File: src/rtl/rx_uart_lite.sv
// rx_uart_lite: minimal 8N1 UART receiver.
//
// Ports:
//   i_clk      - sole clock, rising edge
//   i_rst_n    - synchronous active-low reset
//   i_uart_rx  - asynchronous serial input, idle high
//   o_wr       - one-cycle strobe, o_data holds a freshly received byte
//   o_data     - last correctly framed byte; held between strobes
//
// Parameter:
//   CLOCKS_PER_BAUD - clock cycles per bit period (4 or more)
module rx_uart_lite #(
  parameter logic [23:0] CLOCKS_PER_BAUD = 24'd104
) (
  input  logic       i_clk,
  input  logic       i_rst_n,
  input  logic       i_uart_rx,
  output logic       o_wr,
  output logic [7:0] o_data
);

  typedef enum logic [2:0] {
    IDLE,
    START,
    DATA,
    STOP,
    WAIT_IDLE
  } state_t;

  // The counter is loaded one short of the interval because the cycle in
  // which it reads zero is itself the sample cycle.
  localparam logic [23:0] HALF_LOAD = (CLOCKS_PER_BAUD >> 1) - 24'd1;
  localparam logic [23:0] BAUD_LOAD = CLOCKS_PER_BAUD - 24'd1;

  state_t      state;
  state_t      state_next;
  logic        rx_meta;
  logic        rx_s;
  logic [23:0] baud_cnt;
  logic [2:0]  bit_cnt;
  logic [7:0]  shreg;
  logic        tick;

  logic        load_half;
  logic        load_baud;
  logic        shift_en;
  logic        capture;

  assign tick = (baud_cnt == '0);

  // Two-flop synchronizer; resets to the idle (high) line level.
  always_ff @(posedge i_clk) begin
    if (!i_rst_n) begin
      rx_meta <= 1'b1;
      rx_s    <= 1'b1;
    end else begin
      rx_meta <= i_uart_rx;
      rx_s    <= rx_meta;
    end
  end

  always_ff @(posedge i_clk) begin
    if (!i_rst_n) begin
      state <= IDLE;
    end else begin
      state <= state_next;
    end
  end

  always_comb begin
    state_next = state;
    unique case (state)
      IDLE:      if (!rx_s) state_next = START;
      START:     if (tick) state_next = rx_s ? IDLE : DATA;
      DATA:      if (tick && (bit_cnt == 3'd7)) state_next = STOP;
      STOP:      if (tick) state_next = rx_s ? IDLE : WAIT_IDLE;
      WAIT_IDLE: if (rx_s) state_next = IDLE;
      default:   state_next = IDLE;
    endcase
  end

  always_comb begin
    load_half = 1'b0;
    load_baud = 1'b0;
    shift_en  = 1'b0;
    capture   = 1'b0;
    unique case (state)
      IDLE:  load_half = !rx_s;
      START: load_baud = tick && !rx_s;
      DATA: begin
        load_baud = tick;
        shift_en  = tick;
      end
      STOP:  capture = tick && rx_s;
      default: ;
    endcase
  end

  // After the stop sample the counter is left at zero, so it idles there
  // until the next start edge reloads it.
  always_ff @(posedge i_clk) begin
    if (!i_rst_n) begin
      baud_cnt <= '0;
      bit_cnt  <= '0;
      shreg    <= '0;
      o_wr     <= 1'b0;
      o_data   <= '0;
    end else begin
      if (load_half) begin
        baud_cnt <= HALF_LOAD;
      end else if (load_baud) begin
        baud_cnt <= BAUD_LOAD;
      end else if (!tick) begin
        baud_cnt <= baud_cnt - 24'd1;
      end

      if (load_half) begin
        bit_cnt <= '0;
      end else if (shift_en) begin
        bit_cnt <= bit_cnt + 3'd1;
      end

      if (shift_en) begin
        shreg <= {rx_s, shreg[7:1]};
      end

      o_wr <= capture;
      if (capture) begin
        o_data <= shreg;
      end
    end
  end

endmodule

File: config.mk
export PLATFORM = sky130hd
export DESIGN_NAME = rx_uart_lite
export DESIGN_NICKNAME = d
export VERILOG_FILES = /design/src/rtl/rx_uart_lite.sv
export SDC_FILE = /design/constraint.sdc
export NUM_CORES = 1
export LEC_CHECK = 0
export CAP_MARGIN = 10
export CORE_ASPECT_RATIO = 1.2
export CORE_MARGIN = 5
export CORE_UTILIZATION = 40
export CTS_BUF_LIST = sky130_fd_sc_hd__clkbuf_4 sky130_fd_sc_hd__clkbuf_8
export DETAILED_ROUTE_END_ITERATION = 12
export GPL_TIMING_DRIVEN = 0
export SETUP_SLACK_MARGIN = 0.4
export SYNTH_ARGS = -nofsm -noshare
export SYNTH_HDL_FRONTEND = slang
export SYNTH_SLANG_ARGS = --single-unit
File: constraint.sdc
create_clock -name i_clk -period 5.95 [get_ports i_clk]
set_input_delay 1.19 -clock i_clk [delete_from_list [all_inputs] [get_ports i_clk]]
set_output_delay 1.19 -clock i_clk [all_outputs]
set_load 0.03 [all_outputs]
# After elaboration in Yosys (flattened, before gate mapping)
# Cells that the tools add are included.
word_totals:
  reg_bits: 49
  output_inout_bits: 9
  word_cells: 49
classes:
  add_sub_neg: 2
  n_eq_ne: 12
  muxes: 15
  bitwise_logic: 1
  reduce_logical: 9
op_table:
  columns: ["op", "count"]
  rows:
  - ["$logic_not 24->1", 1]
  - ["$sub 24x1->24 const B", 1]
  - ["$mux 3", 6]
  - ["$pmux 3 s5", 1]
  - ["$mux 7", 2]
  - ["$ne 2x2->1 const B", 5]
  - ["$eq 3x2->1 const B", 2]
  - ["$eq 3x3->1 const B", 2]
  - ["$mux 6", 1]
  - ["$reduce_and 5->1", 1]
  - ["$add 3x1->3 const B", 1]
  - ["$eq 3x1->1 const B", 1]
  - ["$logic_and 1x1->1", 3]
  - ["$logic_not 3->1", 1]
  - ["$mux 1", 3]
  - ["$ne 3x1->1 const B", 1]
  - ["$reduce_or 3->1", 1]
  - ["$mux 2", 1]
  - ["$ne 2x1->1 const B", 1]
  - ["$pmux 1 s2", 1]
  - ["$reduce_or 2->1", 1]
  - ["$logic_not 1->1", 1]
  - ["$not 1->1", 1]

# Logic depth before layout (Yosys ltp)
# Gate-level depths: netlist (run 1).
depth:
  depth_word: 5
  ltp_mapped: 10

# Least setup slack after synthesis (run 1)
# Ideal clock, no wire load.
synth_path:
  path_kind: "reg-to-reg"
  from: "register baud_cnt[14]"
  to: "register baud_cnt[21]"
  setup_ns: 0.066
  arrival_ns: 2.029
  required_time_ns: 5.884
  slack_ns: 3.854
  stages_incl_launch_ff: 6
  path_buffers: 0
  cell_sequence: "dfxtp_1 or4_4 or3_1 or2_0 or4_4 a21oi_2"
synth_via:
  elab_chain_len: 4
  elab_cells_between_ends: 5
synth_lines:
  columns: ["item", "line_no", "rtl"]
  rows:
  - ["start, declared", "39", "logic [23:0] baud_cnt;"]
  - ["start signal, assigned", "114", "baud_cnt <= baud_cnt - 24'd1;"]
  - ["branches (longest 4 deep; another with $sub 24x1->24)", null, null]
# Several ways; the timed one is not identified.
# A chain may end at the register's enable or synchronous reset.

# Worst setup path after layout (run 1)
layout_path:
  from: "register o_data[0]"
  to: "output port o_data[0]"
layout_rtl:
  columns: ["item", "line_no", "rtl"]
  rows:
  - ["start, declared", "19", "output logic [7:0] o_data"]
  - ["start signal, assigned", "129", "o_data <= shreg;"]
# No word-level cell between the ends.

==> results.md, run 1 <==
* N_diodes at 0
* Placeable core region at around 5400 µm²
* Worst slew margin at ~44%
* Layout cell share with drive strength beyond 1 at just under 10%
* P&R area growth vs syn at 13.7%
* FILL cells at 525
* Post-Route WL at around 4700 µm
* Maximum number of pins on one net before global-route repair at 16
* TNS Setup at 0 ps
* Max Cap Viol at 0
* Synth Register Bits at 49
* Worst-skew pair later-pin latency at 300 ps
* CP Cell Sequence: clkdlybuf4s50_1
* Mapped Avg Cell Area at approximately 8.7 µm²
* Top FF cell, synth: dfxtp_1
* Die Width at 78.3 µm
* Clock root cell: clkbuf_8
* Final hold violations at 0
* Period utilization at 42.5%
* Final Max Slew Viols at 0
* Ys Warns at 0
* Kind of critical path: reg2out
* FF+latch area at about 1000 µm²
* Initial Util at about two fifths
* Initial drt markers at 51
* Global Route Usage Sum at 13.9%
* Synth Instances at 259
* Nets@finish at 284
* I/O Buffers at 11
* # IOs at 12
* Num CTS Buffers at 5
* Antenna violations before repair at 0
* RSZ-0062 raised after global routing: no
* Die H at 92.0 µm
* Crit path launch type: flop
* Post-CTS Setup Bufs at 0
* WP buf/inv at 1
* Sequential element share of the synthesized area at 43.8%
* Final Skew at 3.73 ps
* Top cells by area, synth: dfxtp_1 (44%), nor2_1 (5.4%), mux2i_1 (4.5%)
* H-tree levels at 2
* Area of the multi-input gates at ~1200 µm²
* Post-Syn Area at ~2200 µm²
* Post-route cell area at 2550 µm²
* CP max FO at 2
* Critical path capture point type: output pin
* CTS resizes at 0
* CTS sink count at 49
* Max Clk Rate at 395 MHz
* First drt pass iteration count at 4
* Outcome: finished clean
* Crit path arrival time at 1340 ps
* Largest area contributor in the netlist: dfxtp_1
* Total grt overflow at 0
* Leak at 0.994 nW
* Vias in the first global route at between 1500 and 2000
* EDFF count, synth at 0
* Asr flop ratio synth at 0%
* Area after DPL at between 2000 and 2500 µm²
* Fin util at a little under half
* Pwr Density at 528 nW/µm²
* Synth cell types at 46
* Area of the die at just over 7000 µm²
* Syn Nets at 266
* Routed length per instance at 13.7 µm
* Number of remaining DRC errors at 0
* CP max stage delay at 680 ps
* Via density at 5.42
* Reg clk slew, reported paths at 90 ps
* Hpwl dp at 3320 µm
* CP max stage cell: clkdlybuf4s50_1
* Peak supply drop at 171 µV
* Cell family with most CP delay: buffers and inverters
* Worst Tran Pin Value at slightly above 800 ps
* Area share of the largest cell type after synthesis at 43.8%
* Via count at 1842
* Hold Slack at 419 ps
* Routability-driven placement congestion ratio at 0.775
* Critical path required time at 4760 ps
* Row count at 29
* Hold buffers post-CTS at 0
* First-pass GRT wire length at 8180 µm
* Longest Clk Path Bufs at 2
* Post-route ant nets at 0
* CTS tree: done
* Tightest Hold Check Type: reg2reg
* Tmin final at 2530 ps
* Final setup vio count at 0
## worst paths after layout
check / end / cells after the start / slack [ps] / from
worst min register to register: rx_s$_SDFF_PN1_ / 1 / 420 / rx_meta$_SDFF_PN1_
worst min-delay path: rx_s$_SDFF_PN1_ / 1 / 420 / rx_meta$_SDFF_PN1_
worst max register to register: baud_cnt[23]$_SDFFE_PP0P_ / 8 / 3490 / baud_cnt[0]$_SDFFE_PN0P_
worst max-delay path: o_data[0] / 1 / 3420 / o_data[0]$_SDFFE_PN0P_
## state kept, by name, summed over array words and instances, names as in the netlist
register / count
bit_cnt: 3
rx_meta: 1
shreg: 8
baud_cnt: 24
o_wr: 1
rx_s: 1
state: 3
o_data: 8
## metal layers
layer | part of all wire, % | wire length [µm] | GRT usage (%) | vias to the layer above
li1 | - | - | - | 964
met1 | 50 | 2350 | 18.2 | 854
met2 | 46 | 2140 | 22.6 | 18
met3 | 2.4 | 111 | 3.43 | 6
met4 | 1.3 | 61 | 4.37 | 0
met5 | 0 | 0 | 0 | -
## cells by family (layout without fill, tap and decap cells)
family                     Yosys count  count (layout)  share of synthesized area (%)
xor gates and xnor gates             8               8                           3.13
AOI/OAI and AO/OA                   56              56                           14.5
adders and majority gates            4               4                           2.23
muxes                               11              11                           4.97
and+or+nand+nor                    110             110                           27.6
DFF                                 49              49                           43.7
buffers and inverters               21              40                           3.79
## power breakdown
part,switching [W],internal [W]
combinational,0.000363,0.000256
sequential,0.0000780,0.000398
clock,0.000113,0.000137
## cells in the final DEF, fill, tap and decap left out, drive strengths merged, types with 2 or more instances in the layout
cell / n
a21oi: 19
and4: 2
buf: 6
clkbuf: 14
clkdlybuf4s50: 11
dfxtp: 49
ha: 4
inv: 7
mux2i: 10
nand2: 15
nand2b: 5
nand3: 12
nand4: 3
nor2: 32
nor3: 4
nor3b: 2
nor4: 7
o21a: 3
o21ai: 21
o31ai: 7
or2: 4
or3: 10
or4: 9
xor2: 7
## Yosys cell counts, types with 6 or more instances
cell type and count:
a21oi_1 18, clkbuf_1 8, dfxtp_1 49, inv_1 7, mux2i_1 10, nand2_1 15
nand3_1 12, nor2_1 32, o21ai_0 17, o31ai_1 7, or3_1 6, or4_1 6
xor2_1 7
## final cells by class
class / count / area share, %
Clock inverter: 2 / 1.47
Sequential cell: 49 / 38.5
Inverter: 7 / 1.03
Clock buffer: 6 / 3.24
Tap cell: 62 / 3.04
Buffer: 14 / 2.31
Timing Repair Buffer: 11 / 4.32
Multi-Input combinational cell: 189 / 46.1
## stage by stage
stage,setup slack [ps],cells,power [W]
after floorplan,3850,259,0.000962
after global placement,3210,332,0.00109
after detailed placement,3210,332,0.00110
after CTS,3390,340,0.00135
after global routing,3190,340,0.00146
final,3420,340,0.00135
(Power assumes the default switching activity.)
==> run 2: changes to the inputs <==
==> constraint.sdc (replaced) <==
create_clock -name i_clk -period 2.12 [get_ports i_clk]
set_input_delay 0.424 -clock i_clk [delete_from_list [all_inputs] [get_ports i_clk]]
set_output_delay 0.424 -clock i_clk [all_outputs]
set_load 0.03 [all_outputs]
==> run 2 against run 1 <==
Net effect:
- the flow now finishes with violations (setup timing)
- largest power group unchanged
- sequential power increased to 3.0 times the previous value
- clock skew is essentially flat
- via count rose by 12%
- utilization increased by 14 points
- critical endpoint is now baud_cnt[21]$_SDFFE_PP0P_
- highest routed layer unchanged
- count of clock-buffer cells in the layout up 1
==> results.md, run 2 (synthesized netlist as in run 1, its figures left out) <==
* Outcome: finished, violations left
* Failing checks: setup timing
* Die Width at 78.3 µm
* Final Max Slew Viols at 0
* Fin util at approximately three fifths
* First drt pass iteration count at 4
* Total grt overflow at 0
* Initial Util at 41.8%
* Leak at around 1.4 nW
* Num CTS Buffers at 5
* Nets@finish at 321
* Area of the die at 7210 µm²
* Crit path launch type: flop
* Worst slew margin at 60.7%
* Largest register FFs at 24
* RSZ-0062 raised after global routing: yes
* Tightest Hold Check Type: reg2reg
* Routed length per instance at 15.7 µm
* Final setup margin at -4.19 ps
* Pwr Density at 1670 nW/µm²
* CTS tree: done
* Maximum number of pins on one net before global-route repair at 15
* Largest Register: baud_cnt
* Top Registers: baud_cnt x24, o_data x8, shreg x8
* Clock root cell: clkbuf_8
* Kind of critical path: reg2reg
* Worst slack at placement at -178 ps
* Antenna violations before repair at 0
* CTS sink count at 49
* Placeable core region at 5370 µm²
* Post-route ant nets at 0
* Crit path arrival time at 2370 ps
* CP max FO at 3
* Vias in the first global route at 2083
* Period utilization at 100%
* Routability-driven placement congestion ratio at 0.756
* Via count at around 2100
* Global Route Usage Sum at 17.2%
* Via density at 5.48
* Final Skew at 3.31 ps
* Post-Route WL at 5910 µm
* Final hold violations at 0
* N_diodes at 0
* Hpwl dp at approximately 3300 µm
* Reg clk slew, reported paths at 90 ps
* Reg2reg setup slack at -4 ps
* Design Power at 0.00554 W
* Worst-skew pair later-pin latency at 300 ps
* Layout cell share with drive strength beyond 1 at 40.0%
* Peak supply drop at 600 µV
* Commonest non-fill, non-tap cells in the layout: dfxtp_1 (39), nor2_1 (29), buf_4 (20)
* Number of remaining DRC errors at 0
* # IOs at 12
* Final setup vio count at 1
* Most common cell after layout, fill and taps aside: dfxtp_1
* P&R area growth vs syn at 48.0%
* Initial drt markers at roughly 100
* Max Clk Rate at approximately 470 MHz
* Die H at 92.0 µm
* Longest Clk Path Bufs at 2
* Critical path required time at 2370 ps
* Critical path capture point type: flop
* I/O Buffers at 11
* Max Cap Viol at 0
* Worst Tran Pin Value at 590 ps
* H-tree levels at 2
* Row count at 29
* Tmin final at 2120 ps
* First-pass GRT wire length at 9970 µm
## run 2: changes by cell type in the layout (fill, tap and decap cells not counted), sizes merged
cell           delta
clkinvlp          -1
clkbuf            +3
buf              +35
dlygate4sd2       +9
clkdlybuf4s50     -9
## run 2: layer usage
metal	global-route usage, %	vias to the layer above	wire length (µm)
li1	-	1032	-
met1	20.8	982	2450
met2	29.6	36	3120
met3	2.65	16	159
met4	8.02	0	176
met5	0	-	0
## run 2: worst paths after layout
kind,startpoint,cells past startpoint,end
max,baud_cnt[15]$_SDFFE_PP0P_,5,baud_cnt[21]$_SDFFE_PP0P_
min,rx_meta$_SDFF_PN1_,1,rx_s$_SDFF_PN1_
max reg2reg,baud_cnt[15]$_SDFFE_PP0P_,5,baud_cnt[21]$_SDFFE_PP0P_
min reg2reg,rx_meta$_SDFF_PN1_,1,rx_s$_SDFF_PN1_
## run 2: worst max-delay path: stages (launching register included)
cell,delay (ps)
dfxtp_2,340
or4_4,530
or3_4,340
or2_1,250
or4_4,490
a21oi_2,120
## run 2: through the flow
stage | hold WS (ps) | instance area (µm²) | instances | setup TNS, ps
detailed placement | 398 | 2480 | 332 | -2830
floorplan | 386 | 2290 | 259 | 0
finish | 418 | 3320 | 377 | -4.19
CTS | 420 | 3280 | 375 | 0
global placement | 391 | 2480 | 332 | -2370
global route | 448 | 3320 | 377 | -38.4
## run 2: cell type report
| class | count | area, µm² |
|---|---|---|
| buffer | 14 | 153 |
| tap | 62 | 77.6 |
| clock inverter | 1 | 30.0 |
| sequential | 49 | 998 |
| fill | 444 | 2050 |
| multi-input combinational | 189 | 1470 |
| inverter | 7 | 26.3 |
| timing repair buffer | 48 | 479 |
| clock buffer | 7 | 90.1 |
## run 2: report_power, final
group          switching, W  internal [W]  leakage (nW)
sequential         0.000274       0.00114         0.403
combinational       0.00162       0.00179         0.900
clock              0.000315      0.000398        0.0619
total               0.00220       0.00333          1.36
## run 2: timing repair
action	in CTS	in global routing
cloned	4	0
gates resized for setup	104	6
buffers inserted	31	2
pin swaps	33	1
setup endpoints to repair	56	47
hold buffers	0	0
